===== config.mk =====
export PLATFORM = sky130hd
export DESIGN_NAME = mask_splitter
export DESIGN_NICKNAME = d
export VERILOG_FILES = /design/src/rtl/proc_pkg.sv /design/src/rtl/mask_splitter_lsb_isolate.sv /design/src/rtl/mask_splitter.sv
export SDC_FILE = /design/constraint.sdc
export NUM_CORES = 1
export LEC_CHECK = 0
export ABC_AREA = 1
export CORE_MARGIN = 2
export CORE_UTILIZATION = 49
export CTS_CLUSTER_SIZE = 40
export DETAILED_ROUTE_END_ITERATION = 12
export PLACE_DENSITY = 0.85
export SYNTH_ARGS = -nofsm -noshare
export SYNTH_HDL_FRONTEND = slang
export SYNTH_HIERARCHICAL = 1
export SYNTH_SLANG_ARGS = --single-unit
export TNS_END_PERCENT = 10

===== constraint.sdc =====
create_clock -name clk -period 2.5 [get_ports clk]
set_input_delay 0.375 -clock clk [delete_from_list [all_inputs] [get_ports clk]]
set_output_delay 0.375 -clock clk [all_outputs]
set_load 0.02 [all_outputs]

===== src/rtl/proc_pkg.sv =====
// Shared processor-level types and constants used by the mask splitter.
package proc_pkg;

    localparam int WORD_W = 32;

    typedef enum logic {
        IDLE = 1'b0,
        BUSY = 1'b1
    } split_state_t;

endpackage


===== src/rtl/mask_splitter_lsb_isolate.sv =====
// Combinational lowest-set-bit isolator: one-hot of the lowest set bit, single-bit flag,
// and (with SPLIT_INDEX_EN) the binary position of that bit.
module lsb_isolate #(
    parameter int WIDTH = 32
) (
    input  logic [WIDTH-1:0]         data,
    output logic [WIDTH-1:0]         onehot,
    output logic                     is_single
`ifdef SPLIT_INDEX_EN
    ,
    output logic [$clog2(WIDTH)-1:0] index
`endif
);

    // Two's-complement trick: x & -x keeps only the lowest set bit; x & (x-1) clears it.
    assign onehot    = data & (~data + WIDTH'(1));
    assign is_single = (data & (data - WIDTH'(1))) == '0;

`ifdef SPLIT_INDEX_EN
    always_comb begin
        // NOTE: give every always_comb output a default first so no path leaves it
        // unassigned; otherwise synthesis infers a latch.
        index = '0;
        for (int i = WIDTH - 1; i >= 0; i--) begin
            if (onehot[i]) index = ($clog2(WIDTH))'(i);
        end
    end
`endif

endmodule


===== src/rtl/mask_splitter.sv =====
// Splits a WIDTH-bit mask into a stream of one-hot beats, lowest bit first.
// Optional feature: define SPLIT_INDEX_EN to add the registered out_index port.
module mask_splitter
    import proc_pkg::*;
#(
    parameter int WIDTH = WORD_W
) (
    input  logic                     clk,
    input  logic                     rst_n,
    input  logic                     in_valid,
    output logic                     in_ready,
    input  logic [WIDTH-1:0]         in_data,
    output logic                     out_valid,
    input  logic                     out_ready,
    output logic [WIDTH-1:0]         out_data,
    output logic                     out_last
`ifdef SPLIT_INDEX_EN
    ,
    output logic [$clog2(WIDTH)-1:0] out_index
`endif
);

    split_state_t     state, state_nxt;
    logic [WIDTH-1:0] rem, rem_nxt;
    logic             accept, fire, load;
    logic [WIDTH-1:0] iso_onehot;
    logic             iso_single;
`ifdef SPLIT_INDEX_EN
    logic [$clog2(WIDTH)-1:0] iso_index;
`endif

    // Outputs are registered, so the isolator looks at the remainder the next cycle will hold.
    lsb_isolate #(.WIDTH(WIDTH)) u_iso (
        .data      (rem_nxt),
        .onehot    (iso_onehot),
        .is_single (iso_single)
`ifdef SPLIT_INDEX_EN
        ,
        .index     (iso_index)
`endif
    );

    // State register, together with the remainder and the registered beat.
    always_ff @(posedge clk or negedge rst_n) begin
        if (!rst_n) begin
            state    <= IDLE;
            rem      <= '0;
            out_data <= '0;
            out_last <= 1'b0;
`ifdef SPLIT_INDEX_EN
            out_index <= '0;
`endif
        end else begin
            // NOTE: sequential state uses non-blocking assignments so every flop samples
            // pre-edge values regardless of statement order.
            state <= state_nxt;
            rem   <= rem_nxt;
            if (state_nxt == IDLE) begin
                out_data <= '0;
                out_last <= 1'b0;
`ifdef SPLIT_INDEX_EN
                out_index <= '0;
`endif
            end else if (load) begin
                out_data <= iso_onehot;
                out_last <= iso_single;
`ifdef SPLIT_INDEX_EN
                out_index <= iso_index;
`endif
            end
        end
    end

    // Next-state logic; an accept overrides the retire of the previous mask's last beat.
    always_comb begin
        accept    = in_valid & in_ready;
        fire      = out_valid & out_ready;
        load      = accept | fire;
        rem_nxt   = rem;
        state_nxt = state;
        if (fire)   rem_nxt = rem & ~out_data;
        if (accept) rem_nxt = in_data;
        if (accept)
            state_nxt = BUSY;
        else if (fire && out_last)
            state_nxt = IDLE;
    end

    // Output logic.
    always_comb begin
        out_valid = (state == BUSY);
        in_ready  = (state == IDLE) | ((state == BUSY) & out_ready & out_last);
    end

endmodule

## After elaboration in Yosys (flattened, before gate mapping)

Cells that the tools add are included.
W data, S select, Z words.

- Add/sub/neg operators: 2
- Equal/unequal tests: 1
- Mux-type cells: 8
- Bitwise logic cells: 11
- Reduce and logical (&&, ||, !) cells: 2

Operators by type and width:

| cell | count |
|---|---|
| $mux W32 | 4 |
| $and A32 B32 Y32 | 3 |
| $not A32 Y32 | 2 |
| $add A32 B1 Y32 const B | 1 |
| $logic_not A32 Y1 | 1 |
| $sub A32 B1 Y32 const B | 1 |
| $mux W1 | 4 |
| $and A1 B1 Y1 | 3 |
| $ne A2 B1 Y1 const B | 1 |
| $or A1 B1 Y1 | 2 |
| $logic_and A1 B1 Y1 | 1 |
| $not A1 Y1 | 1 |

- Flip-flop bits (word level): 66
- Input port bits: 36
- Output and inout bits: 35
- Logic and storage cells: 28

## Logic depth before layout (Yosys ltp)

- Depth in word-level cells: 10
- Mapped depth: 17
- Mapped depth without buffers: 16

## Hierarchy

Netlist, hierarchy kept.

By module, submodules not included:

| module | instances | cells each | area each (µm²) | seq. area each (µm²) |
|---|---|---|---|---|
| mask_splitter | 1 | 322 | 2,735.1 | 1,651.6 |
| lsb_isolate | 1 | 221 | 1,004.7 | 0.0 |

## Least setup slack after synthesis

OpenSTA, ideal clock, no wires.

- Kind: register to register
- Start point: register out_last
- End point: register out_last
- Library setup time: 0.065 ns
- Data arrival time: 2.297 ns
- Data required time: 2.435 ns
- Path slack: 0.138 ns
- Stages on the path, launching flop included: 18
- Path buffers: 1
- Period minus slack after synthesis: 2.362 ns
- Cell sequence: dfrtp_1 nand2_1 nand2_2 nand2_1 buf_2 nand3_1 nand2_1 nor2_4 nand2_4 nor2_8 nand2_2 nand2_1 nand2_1 nor2_1 nand3_1 nor3_2 nand3_1 nand2_1

- Longest elaborated chain between the ends: 9
- Elaborated cells on any way between the ends: 14
- Classes of those cells: 1 x add/sub; 1 x eq/ne; 5 x mux; 5 x bitwise; 2 x reduce/logical

Ends and longest elaborated chain:

| what | line | source |
|---|---|---|
| start: declaration | mask_splitter.sv:16 | `output logic out_last` |
| start signal: assignment | mask_splitter.sv:66 | `out_last <= iso_single;` |
| $and A1 B1 Y1 * | mask_splitter.sv:92 | `in_ready = (state == IDLE) \| ((state == BUSY) & out_ready & out_last);` |
| $or A1 B1 Y1 * | mask_splitter.sv:92 |  |
| named net in_ready | mask_splitter.sv:11 | `output logic in_ready,` |
| $and A1 B1 Y1 * | mask_splitter.sv:76 | `accept = in_valid & in_ready;` |
| $mux W32 * | mask_splitter.sv:82 | `if (accept) rem_nxt = in_data;` |
| named net rem_nxt[1] | mask_splitter.sv:24 | `logic [WIDTH-1:0] rem, rem_nxt;` |
| $sub A32 B1 Y32 | mask_splitter_lsb_isolate.sv:17 | `assign is_single = (data & (data - WIDTH'(1))) == '0;` |
| $and A32 B32 Y32 * | mask_splitter_lsb_isolate.sv:17 |  |
| $logic_not A32 Y1 * | mask_splitter_lsb_isolate.sv:17 |  |
| named net iso_single | mask_splitter.sv:27 | `logic iso_single;` |
| $mux W1 * | mask_splitter.sv:64 | `end else if (load) begin` |
| $mux W1 * | mask_splitter.sv:58 | `if (state_nxt == IDLE) begin` |

Mark *: on every way through the listed nets, which the timed path passes. The rest lies on a longest branch. The select of a mux whose other input is x is not followed.
A chain may end at the register's enable or synchronous reset.

## Final worst setup path

- Start point: register out_last
- End point: register out_last

- Longest elaborated chain between the ends: 9
- Elaborated cells on any way between the ends: 14
- Classes of those cells: 1 x add/sub; 1 x eq/ne; 5 x mux; 5 x bitwise; 2 x reduce/logical

Ends and longest elaborated chain:

| what | line |
|---|---|
| $and A1 B1 Y1 * | mask_splitter.sv:92 |
| $or A1 B1 Y1 * | mask_splitter.sv:92 |
| $and A1 B1 Y1 * | mask_splitter.sv:76 |
| $mux W32 * | mask_splitter.sv:82 |
| named net rem_nxt[2] | mask_splitter.sv:24 |
| $sub A32 B1 Y32 | mask_splitter_lsb_isolate.sv:17 |
| $and A32 B32 Y32 * | mask_splitter_lsb_isolate.sv:17 |
| $logic_not A32 Y1 * | mask_splitter_lsb_isolate.sv:17 |
| named net iso_single | mask_splitter.sv:27 |
| $mux W1 * | mask_splitter.sv:64 |
| $mux W1 * | mask_splitter.sv:58 |

Marked as above.

==> metrics.txt <==
Post-Syn Instances 543; Power Total 5.42 mW; first-pass GRT wire length 19800 um; post-synth top area share about 44%; Main synth FF type dfrtp_1; worst setup path end out_last$_DFFE_PN0P_; Final Wtd Congestion about 0.95; FF-to-FF Start out_last$_DFFE_PN0P_; Top Metal Used met4; layout cells sized above 1 between 20 and 30%; Sink Count 66; Lkg Pwr between 2 and 3 nW; CP max FO 14; Synth cell types 22; largest net degree at the start of global routing 36; Seq/Total Area, Yosys 44.2%; fmax ~0.4 GHz; Avg Vias per Cell 5.14; CTS tree done; hold buffers post-CTS 0; RSZ-0062 raised after global routing yes; final net count 726; Final setup violation count 0; height of the die approximately 91 um; met3 WL approximately 560 um; most instantiated cells after synthesis 234 x nand2_1, 73 x nand3_1, 69 x nor2_1; worst min-delay path class input port to async pin; hpwl dp 8350 um; Final min period around 2.5 ns; Worst-Margin Slew between 0.7 and 0.8 ns; outcome complete, no violations; Finished Layout Cells ~800; Slew Viols, Final 0; DIE WIDTH ~90 um; syn_area_per_cell a little under 7 um2; Placed Instances about 770; Worst setup SP type register; WL met2 a little over 6000 um; area grow syn2layout 52.8%; worst reg2reg path depth 17; core footprint about 7300 um2; number of global-route vias before repair 4159; Buffers on Ports 70; ANT cells 0; Async S/R FF share, synth 100%; initial antenna violation count 0; RR Endpoint out_last$_DFFE_PN0P_; CTS root buffer clkbuf_8; normalized max-slew margin ~50%; Mapped Nets roughly 580; reg2reg setup slack 0.00005 ns; CP Data Arrival Time 2.77 ns; Clock Pin Slew Worst Setup and Hold Paths about 0.080 ns; DR iter-0 viols 220; Worst-Skew Late Latency 0.35 ns; cell taking the most area after synthesis dfrtp_1; Hold Vio Cnt, Final 0; DP Worst Slack -0.568 ns; Syn Std Cell Area ~3700 um2; met1 wire length 5150 um; grt ovf 0; worst setup path start out_last$_DFFE_PN0P_; total track usage around 30%; number of synthesized flops with an enable pin 0; yosys warns 6; worst hold margin between 0.08 and 0.09 ns; Critical Path Sink Type register; type of the worst setup path register to register; Final period util approximately 100%; Clock Skew between 0.01 and 0.015 ns; maxcap violations 0; # IOs 71; Post-route DRC 0; final wirelength about 12000 um; initial core utilization between 50% and 60%; Setup WS post-layout ~0.000053 ns; clock buffer depth 2; Rows 31; total CTS buffers 9; Max IR drop VDD between 600 and 700 uV; DRT Pass-1 Iters 4; Req. time, crit path about 2.8 ns; Power per Cell Area 948 nW/um2; antenna-violating nets left 0; Die ar. approximately 8300 um2; WL/cell roughly 15 um; Synth Register Bits between 60 and 70; top-count cell post-synth nand2_1; vias 4083; H-tree depth 3; post-layout util 77.9%; Synth area leaders dfrtp_1 44%, nand2_1 23%, nand3_1 9.8%
timing repair:
action	CTS	global route
gates resized for setup	38	58
setup endpoints to repair	1	11
cloned	1	0
setup buffers	4	7
pin swaps	9	19
worst max-delay path, cell delays in order, from the launching register on:
cell and delay [ns]:
dfrtp_1 0.41, nand2_2 0.08, nand2_2 0.10, nand2_4 0.09, bufbuf_16 0.31, nand3_1 0.09, nand2_2 0.08, nor2_4 0.12
nand2_4 0.10, nor2_4 0.15, nand2_2 0.12, nand2_1 0.09, nand2_1 0.08, nor2_2 0.12, nand3_1 0.10, nor3_2 0.18
nand3_1 0.09, nand2_1 0.11
cells by family (layout without fill, tap and decap cells):
family	after synthesis	in the layout	synth area share [%]
AND/OR/NAND/NOR	412	412	48.0
flip-flops	66	66	44.2
buffers and inverters	53	205	6.09
AO/OA/AOI/OAI	12	12	1.77
state kept, by name, indices dropped and copies added (netlist names):
| name | cells |
|---|---|
| out_data | 32 |
| out_last | 1 |
| out_valid | 1 |
| rem | 32 |
cells in the final DEF (no fill, tap or decap), drive strengths merged:
cell type and instances:
dfrtp 66, dlymetal6s2s 1, bufinv 2, nor2 80, nor3 2, clkinvlp 1, nor3b 10, nand2 245
nand3 74, dlygate4sd2 1, clkinv 2, a21oi 1, o21ai 10, clkbuf 11, inv 34, nand4 1
clkdlybuf4s50 67, buf 85, a21boi 1, bufbuf 1
metal layers:
layer / up-vias / global-route usage [%]
met3: 30 / 3.40
met4: 0 / 9.34
met5: - / 0
met1: 1918 / 38.9
met2: 141 / 51.0
li1: 1994 / -
power by group:
group | internal, mW | switching, mW
Clock | 0.586 | 0.420
Combinational | 1.31 | 1.75
Sequential | 1.26 | 0.0990
Total | 3.15 | 2.27
cell type report:
cell class                 instances  area [um2]
multi-input combinational        424        2160
sequential                        66        1650
fill                             517        1620
timing repair buffer             155        1430
clock buffer                      11         141
inverter                          34         128
tap                               99         124
clock inverter                     5        77.6
stage by stage:
| step | TNS [ns] | area [um2] |
|---|---|---|
| global route | -0.178 | 5710 |
| finish | 0 | 5710 |
| detailed placement | -4.91 | 5060 |
| CTS | 0 | 5440 |
| floorplan | 0 | 3740 |
| global placement | -3.05 | 5060 |
worst min path at each step:
stage                                to  startpoint
6_report       out_data[17]$_DFFE_PN0P_       rst_n
5_1_grt        out_data[17]$_DFFE_PN0P_       rst_n
4_1_cts        out_data[17]$_DFFE_PN0P_       rst_n
3_5_place_dp   out_data[17]$_DFFE_PN0P_       rst_n
3_3_place_gp   out_data[17]$_DFFE_PN0P_       rst_n
2_1_floorplan   out_data[0]$_DFFE_PN0P_       rst_n
(Power assumes the default switching activity.)
